===== src/rtl/writeback_queue.sv =====
// writeback_queue: in-order buffer for register-file writes from the memory
// and ALU writeback paths. It drains one entry per cycle into a registered
// write port, and forwards the newest pending value for two lookup addresses
// so decode can see writes that have not reached the register file yet.
module writeback_queue #(
  parameter int DEPTH = 4,
  parameter int AW    = 5,
  parameter int DW    = 32
) (
  input  logic                     clk,
  input  logic                     rst,

  input  logic                     mem_valid,
  input  logic [AW-1:0]            mem_reg,
  input  logic [DW-1:0]            mem_data,
  output logic                     mem_ready,

  input  logic                     alu_valid,
  input  logic [AW-1:0]            alu_reg,
  input  logic [DW-1:0]            alu_data,
  output logic                     alu_ready,

  input  logic                     drain_en,
  output logic                     EnableWrite,
  output logic [AW-1:0]            write_reg,
  output logic [DW-1:0]            write_data,

  input  logic [AW-1:0]            lookup_reg1,
  input  logic [AW-1:0]            lookup_reg2,
  output logic                     fwd_hit1,
  output logic                     fwd_hit2,
  output logic [DW-1:0]            fwd_data1,
  output logic [DW-1:0]            fwd_data2,

  output logic [$clog2(DEPTH):0]   count,
  output logic                     full,
  output logic                     empty
);

  localparam int PW = $clog2(DEPTH);
  localparam int CW = PW + 1;

  // Queue storage. Entries are not reset; validity is implied by head/count.
  logic [AW-1:0] ent_reg_q  [DEPTH];
  logic [DW-1:0] ent_data_q [DEPTH];

  logic [PW-1:0] head_q, head_d;
  logic [PW-1:0] tail_q, tail_d;
  logic [CW-1:0] count_q, count_d;

  logic          we_q;
  logic [AW-1:0] wreg_q;
  logic [DW-1:0] wdata_q;

  logic [CW-1:0] free;
  logic          mem_push;
  logic          alu_push;
  logic          pop;
  logic [PW-1:0] alu_slot;

  // Per-slot view in age order: slot 0 is the head (oldest).
  logic [PW-1:0] slot_idx  [DEPTH];
  logic          slot_live [DEPTH];

  // Handshake: free space is judged on the count before this edge, so a
  // same-edge pop never makes room for an extra push.
  always_comb begin
    free      = CW'(DEPTH) - count_q;
    mem_ready = !rst && (free >= CW'(1));
    alu_ready = !rst && ((free >= CW'(2)) || ((free == CW'(1)) && !mem_valid));
    // Register 0 is a discard target: the request is accepted but not stored.
    mem_push  = mem_valid && mem_ready && (mem_reg != '0);
    alu_push  = alu_valid && alu_ready && (alu_reg != '0);
    pop       = !rst && drain_en && (count_q != '0);
  end

  // Pointer and occupancy next-state; the mem entry (older) lands first.
  always_comb begin
    alu_slot = tail_q + PW'(mem_push);
    tail_d   = tail_q + PW'(mem_push) + PW'(alu_push);
    head_d   = head_q + PW'(pop);
    count_d  = count_q + CW'(mem_push) + CW'(alu_push) - CW'(pop);
  end

  // Pointer and occupancy registers with synchronous reset.
  always_ff @(posedge clk) begin
    if (rst) begin
      head_q  <= '0;
      tail_q  <= '0;
      count_q <= '0;
    end else begin
      head_q  <= head_d;
      tail_q  <= tail_d;
      count_q <= count_d;
    end
  end

  // Entry writes; mem goes to tail, ALU to the slot after it when both push.
  always_ff @(posedge clk) begin
    if (mem_push) begin
      ent_reg_q[tail_q]  <= mem_reg;
      ent_data_q[tail_q] <= mem_data;
    end
    if (alu_push) begin
      ent_reg_q[alu_slot]  <= alu_reg;
      ent_data_q[alu_slot] <= alu_data;
    end
  end

  // Registered register-file write port; address/data hold when idle.
  always_ff @(posedge clk) begin
    if (rst) begin
      we_q    <= 1'b0;
      wreg_q  <= '0;
      wdata_q <= '0;
    end else begin
      we_q <= pop;
      if (pop) begin
        wreg_q  <= ent_reg_q[head_q];
        wdata_q <= ent_data_q[head_q];
      end
    end
  end

  // Map age order onto physical slots and flag the occupied ones.
  always_comb begin
    for (int i = 0; i < DEPTH; i++) begin
      slot_idx[i]  = head_q + PW'(i);
      slot_live[i] = (CW'(i) < count_q);
    end
  end

  // Forwarding: the output register is the oldest candidate, then queue
  // entries from head to tail; later matches override earlier ones, so the
  // youngest pending write wins.
  always_comb begin
    fwd_hit1  = 1'b0;
    fwd_data1 = '0;
    if (lookup_reg1 != '0) begin
      if (we_q && (wreg_q == lookup_reg1)) begin
        fwd_hit1  = 1'b1;
        fwd_data1 = wdata_q;
      end
      for (int i = 0; i < DEPTH; i++) begin
        if (slot_live[i] && (ent_reg_q[slot_idx[i]] == lookup_reg1)) begin
          fwd_hit1  = 1'b1;
          fwd_data1 = ent_data_q[slot_idx[i]];
        end
      end
    end
  end

  // Second forwarding port, same priority as the first.
  always_comb begin
    fwd_hit2  = 1'b0;
    fwd_data2 = '0;
    if (lookup_reg2 != '0) begin
      if (we_q && (wreg_q == lookup_reg2)) begin
        fwd_hit2  = 1'b1;
        fwd_data2 = wdata_q;
      end
      for (int i = 0; i < DEPTH; i++) begin
        if (slot_live[i] && (ent_reg_q[slot_idx[i]] == lookup_reg2)) begin
          fwd_hit2  = 1'b1;
          fwd_data2 = ent_data_q[slot_idx[i]];
        end
      end
    end
  end

  // Status outputs.
  always_comb begin
    EnableWrite = we_q;
    write_reg   = wreg_q;
    write_data  = wdata_q;
    count       = count_q;
    full        = (count_q == CW'(DEPTH));
    empty       = (count_q == '0);
  end

  // Occupancy can never exceed the queue size.
  a_count_bound: assert property (@(posedge clk) disable iff (rst)
    count_q <= CW'(DEPTH));

  // A dual push needs two free slots.
  a_dual_room: assert property (@(posedge clk) disable iff (rst)
    !(mem_push && alu_push && (free < CW'(2))));

  // A pop only ever happens from a non-empty queue.
  a_pop_nonempty: assert property (@(posedge clk) disable iff (rst)
    !(pop && (count_q == '0)));

endmodule


===== config.mk =====
export PLATFORM = sky130hd
export DESIGN_NAME = writeback_queue
export DESIGN_NICKNAME = d
export VERILOG_FILES = /design/src/rtl/writeback_queue.sv
export SDC_FILE = /design/constraint.sdc
export NUM_CORES = 1
export LEC_CHECK = 0
export BUFFER_PORTS_ARGS = -buffer_cell sky130_fd_sc_hd__buf_2
export CORE_ASPECT_RATIO = 0.5
export CORE_UTILIZATION = 53
export DETAILED_ROUTE_END_ITERATION = 16
export PLACE_DENSITY = 0.82
export SLEW_MARGIN = 20
export SYNTH_ARGS = -nofsm -noshare
export SYNTH_HDL_FRONTEND = slang
export SYNTH_SLANG_ARGS = --single-unit

===== constraint.sdc =====
create_clock -name clk -period 6.4 [get_ports clk]
set_input_delay 0.32 -clock clk [delete_from_list [all_inputs] [get_ports clk]]
set_output_delay 0.32 -clock clk [all_outputs]
set_load 0.01 [all_outputs]

# Yosys cells after proc, flatten, opt, wreduce, memory -nomap -nowiden
# Memories as Yosys holds them, arrays and structs flattened. A register that Yosys moved wholly into a read port is not among the register bits.
# Cells that the tools add are included.
[totals]
ff_bits = 45
ramBits = 148
in_bits = 89
out_inout_bits = 111
elab_cells = 94
memories = 2
[op_classes]
n_addsub = 10
order_cmp = 6
eq_ne = 12
n_mux = 30
reduce_logical = 28
[memory_table]
columns = ["name", "depth", "width", "read_ports", "rd_ports_with_merged_regs", "wr", "line_no", "rtl"]
rows = [
  ["ent_data_q", 4, 32, 4, 1, 2, "45", "logic [DW-1:0] ent_data_q [DEPTH];"],
  ["ent_reg_q", 4, 5, 4, 1, 2, "44", "logic [AW-1:0] ent_reg_q [DEPTH];"],
]
[ops]
columns = ["op", "count"]
rows = [
  ["$mux 32", 12],
  ["$eq 5x5->1", 10],
  ["$reduce_bool 5->1", 4],
  ["$logic_and 1x1->1", 19],
  ["$mux 1", 16],
  ["$add 2x1->2", 3],
  ["$add 3x1->3", 2],
  ["$lt 1x3->1 const A", 2],
  ["$lt 2x3->1 const A", 2],
  ["$add 2x2->2 const B", 2],
  ["$mux 2", 2],
  ["$eq 3x1->1 const B", 1],
  ["$eq 3x3->1 const B", 1],
  ["$ge 3x1->1 const B", 1],
  ["$ge 3x2->1 const B", 1],
  ["$logic_not 3->1", 1],
  ["$reduce_bool 3->1", 1],
  ["$sub 3x1->3", 1],
  ["$sub 3x3->3 const A", 1],
  ["$add 2x1->2 const B", 1],
  ["$logic_not 1->1", 2],
  ["$logic_or 1x1->1", 1],
]

# Depth between registers and ports, before layout
[depth]
depth_word = 9
ltp_mapped = 13
ltp_nobuf = 13

# Worst setup path after synthesis
# OpenSTA, ideal clock, no wires.
[synth_path]
kind = "register -> register"
startpoint = "register count_q[0], in the netlist count[0]"
endpoint = "memory ent_data_q[1][0], enable pin"
setup_ns = 0.487
t_arrival_ns = 4.414
required_time_ns = 5.913
path_slack_ns = 1.499
path_stages_with_launch = 8
path_buffers = 0
period_less_slack_ns = 4.901
cell_sequence = "dfxtp_1 inv_1 ha_1 ha_1 o21ai_0 a21oi_1 o211ai_1 o31ai_1"
[synth_lines]
columns = ["item", "line_no", "rtl"]
rows = [
  ["from (decl)", "49", "logic [CW-1:0] count_q, count_d;"],
  ["from (signal assigned)", "94", "count_q <= count_d;"],
  ["to (decl)", "45", ""],
]

# Worst setup path in the final report
[layout_path]
startpoint = "register head_q[0]"
endpoint = "output fwd_data2[14]"
[layout_via]
elab_chain_cells = 8
elab_cells_between_ends = 15
cone_classes = "add/sub (3); eq/ne (3); mux (4); reduce/logical (3); memory (2)"
[layout_rtl]
columns = ["item", "line_no", "rtl"]
rows = [
  ["from (decl)", "47", "logic [PW-1:0] head_q, head_d;"],
  ["from (signal assigned)", "88", "head_q <= '0;"],
  ["from (signal assigned)", "92", "head_q <= head_d;"],
  ["$add 2x1->2", "128", "slot_idx[i] = head_q + PW'(i);"],
  ["$mem_v2 4x5", "--", ""],
  ["$eq 5x5->1", "163", "if (slot_live[i] && (ent_reg_q[slot_idx[i]] == lookup_reg2)) begin"],
  ["$logic_and 1x1->1", "163", ""],
  ["$mux 32 (2 in a row)", "163", ""],
  ["$mux 32 *", "163", ""],
  ["$mux 32 *", "157", "if (lookup_reg2 != '0) begin"],
  ["to (decl)", "33", "output logic [DW-1:0] fwd_data2,"],
]
# Every way passes the cells marked *; elsewhere a longest branch is shown, timed or not.

==> impl_metrics.tcl <==
set metrics [dict create \
    worst_pin_slew_ns 1.18 \
    grt_pass1_vias 12638 \
    synth_top_area_share_pct 31.1 \
    period_needed_ns 4.93 \
    rows 42 \
    status "finished clean" \
    port_buffers 199 \
    largest-register "ent_data_q" \
    endpoint "fwd_data2[14]" \
    grt_pass1_wl_um 70200 \
    antenna_found_initial 7 \
    r2r_slack_ns 2.12 \
    post_drt_wl_per_cell_um 25.3 \
    dr_total_vias 12575 \
    criticalPathCategory "register to output port" \
    p_int_mw 3.09 \
    hp-class "input port to register" \
    timing.fmax_ghz 0.203 \
    async_flop_share_pct 0 \
    clock_skew_ns 0.0117 \
    syn_inst 1349 \
    cts_inserted_buffers 17 \
    power_frac_comb_pct 40.6 \
    path_max_fanout 67 \
    syn_to_final_growth_pct 12.4 \
    synth_xor_area_share_pct 3.49 \
    worstReg2RegEnd "ent_data_q[2][18]$_DFFE_PP_" \
    setup.worst_path.start "head_q[0]$_SDFF_PP0_" \
    synthMuxAreaShare_pct 29.1 \
    htreeDepth 4 \
    slew_viol_final 0 \
    p_leak_nw 5.87 \
    synth.area.top_cells "edfxtp_1 (31%), mux2_2 (17%), mux2i_1 (9.6%)" \
    cp-start-kind "register" \
    yosysWarnings 0 \
    avgViaCountPerCell 6.85 \
    reg2reg_from "count[0]$_SDFF_PP0_" \
    cts_tree "done" \
    synthAdderAreaFrac_pct 1.24 \
    die_h_um 118 \
    dp_cells 1795 \
    initial_core_util_pct 54.0 \
    yosys.area_share.simple_pct 9.02 \
    clk_path_buf_depth 2 \
    post_cts_buffers 0 \
    seq_area_frac_synth_pct 37.4 \
    io_pins 200 \
    dieWidth_um 234 \
    finalNonFillerCells 1835 \
    hold_viol_final 0 \
    setup_ws_ns 1.47 \
    yosys.area.top_type "edfxtp_1" \
    synth_commonest_cells "mux2_2 (212), nand2_1 (211), edfxtp_1 (148), mux2i_1 (137), o21ai_0 (67)" \
    nets 1565 \
    preCtsSetupSlack_ns 2.12 \
    period_share_pct 77.1 \
    holdWs_ns 0.209 \
    grt_setup_unrepaired "no" \
    syn-cell-area_um2 14300 \
    arrival_ns 4.61 \
    dp_hpwl_um 28400 \
    clkLatencyLatePin_ns 0.45 \
    cts.sinks 193 \
    synth_top_family_by_area "multiplexers" \
    synth.most_common_cell "mux2_2" \
    required_ns 6.08 \
    syn_avg_cell_area_um2 10.6 \
    grt_max_degree 98 \
    synth.net_count 1451 \
    ys_seq_elements 193 \
    power_density_nw_per_um2 320 \
    largest_register_ffs 128 \
    clk_pin_slew_ns 0.08 \
    ir_drop_v 0.000215 \
    endpoint_kind "output port" \
    cts_root_buf "clkbuf_16" \
    synth-compound-area-share_pct 15.4 \
    fin_tns_setup_ns 0 \
    pwr-share-seq_pct 37.6 \
    yosys_most_used_dff "edfxtp_1" \
    routed_wl_um 46400 \
    ant_nets 0 \
    core-area_um2 26500 \
    track_usage_pct 33.2 \
    die-area_um2 27700 \
    globalRoute.totalOverflow 0 \
    ys_types 46 \
    swShare_pct 40.1 \
    drc 0 \
    reg2reg_depth 12 \
    clkPwrFrac_pct 21.8 \
    drt_first_pass_iters 7 \
    maxCapViolCount 0 \
    place.gp.congestion 0.958 \
    drive_gt1_share_pct 36.6 \
    synth_edf_count 148 \
    setup_violations 0 \
    relSlewSlack_pct 21.0 \
    switchingPower_mw 2.06 \
    drtIter0Drc 1393 \
    postCtsResizedCells 0 \
    cts_hold_buf 0 \
]
==> cell families (layout without fill, tap and decap cells) <==
logic type	after synthesis	in the layout
multiplexers	367	367
AND/OR/NAND/NOR	304	304
AO/OA/AOI/OAI	277	277
flip-flops	193	193
buffers and inverters	138	265
XOR/XNOR	57	57
adder cells (fa/ha/maj)	13	13
other	0	7
==> worst max-delay path: stages (launching register included) <==
cell     delay, ns
dfxtp_4       0.97
mux4_2        0.66
xor2_1        0.16
nor3_1        0.19
o21a_2        0.88
nor2b_4       0.45
a221o_1       0.44
a31o_1        0.23
buf_2         0.14
==> placed cells by master, fill, tap and decap left out, types with 32 or more instances in the layout <==
master    instances
mux2i_1         137
a21oi_1          42
mux2_2          212
dfxtp_1          43
nand3_1          35
buf_2           199
a221o_1          64
nand2_1         210
edfxtp_1        148
o221ai_1         32
o21ai_0          67
==> area by class of cell <==
cell class / count / area [um2]
multi-input combinational: 1018 / 8440
timing repair buffer: 224 / 1210
clock inverter: 15 / 169
fill: 2118 / 10400
clock buffer: 17 / 425
sequential: 193 / 5350
inverter: 9 / 36.3
antenna: 7 / 17.5
tap: 352 / 440
==> power by group through the flow <==
| stage | clock, mW | combinational (mW) | sequential [mW] |
|---|---|---|---|
| after CTS | 1.12 | 2.02 | 1.92 |
| after floorplan | 0 | 1.42 | 1.87 |
| after global routing | 1.16 | 2.22 | 1.97 |
| after global placement | 0 | 1.94 | 1.92 |
| after detailed placement | 0 | 2.01 | 1.95 |
| final | 1.12 | 2.09 | 1.93 |
==> metrics by stage <==
step                      cell area [um2]  power [mW]  utilization, %
after floorplan                     14300        3.30               -
after global placement              15400        3.87            58.3
after detailed placement            15400        3.96            58.3
after CTS                           16000        5.07            60.6
after global routing                16100        5.35            60.7
final                               16100        5.15            60.7
==> layer usage <==
metal | vias up | track usage [%] | share of wire, %
met1 | 6120 | 41.2 | 38
li1 | 5395 | - | -
met5 | - | 0 | 0.028
met2 | 859 | 52.5 | 47
met3 | 199 | 8.71 | 10
met4 | 2 | 18.3 | 4.7
==> how the worst min path moves through the flow <==
stage                                start  depth (start not counted)                     endpoint  slack, ns
6_report                       mem_data[6]                          2   ent_data_q[1][6]$_DFFE_PP_       0.21
5_1_grt                       alu_data[11]                          2  ent_data_q[1][11]$_DFFE_PP_       0.20
4_1_cts                       alu_data[11]                          2  ent_data_q[1][11]$_DFFE_PP_       0.20
3_5_place_dp   write_data[10]$_SDFFE_PP0P_                          2  write_data[10]$_SDFFE_PP0P_       0.48
3_3_place_gp    write_data[1]$_SDFFE_PP0P_                          2   write_data[1]$_SDFFE_PP0P_       0.47
2_1_floorplan   write_data[0]$_SDFFE_PP0P_                          2   write_data[0]$_SDFFE_PP0P_       0.50
No activity file was read; power rests on OpenSTA's default activity.
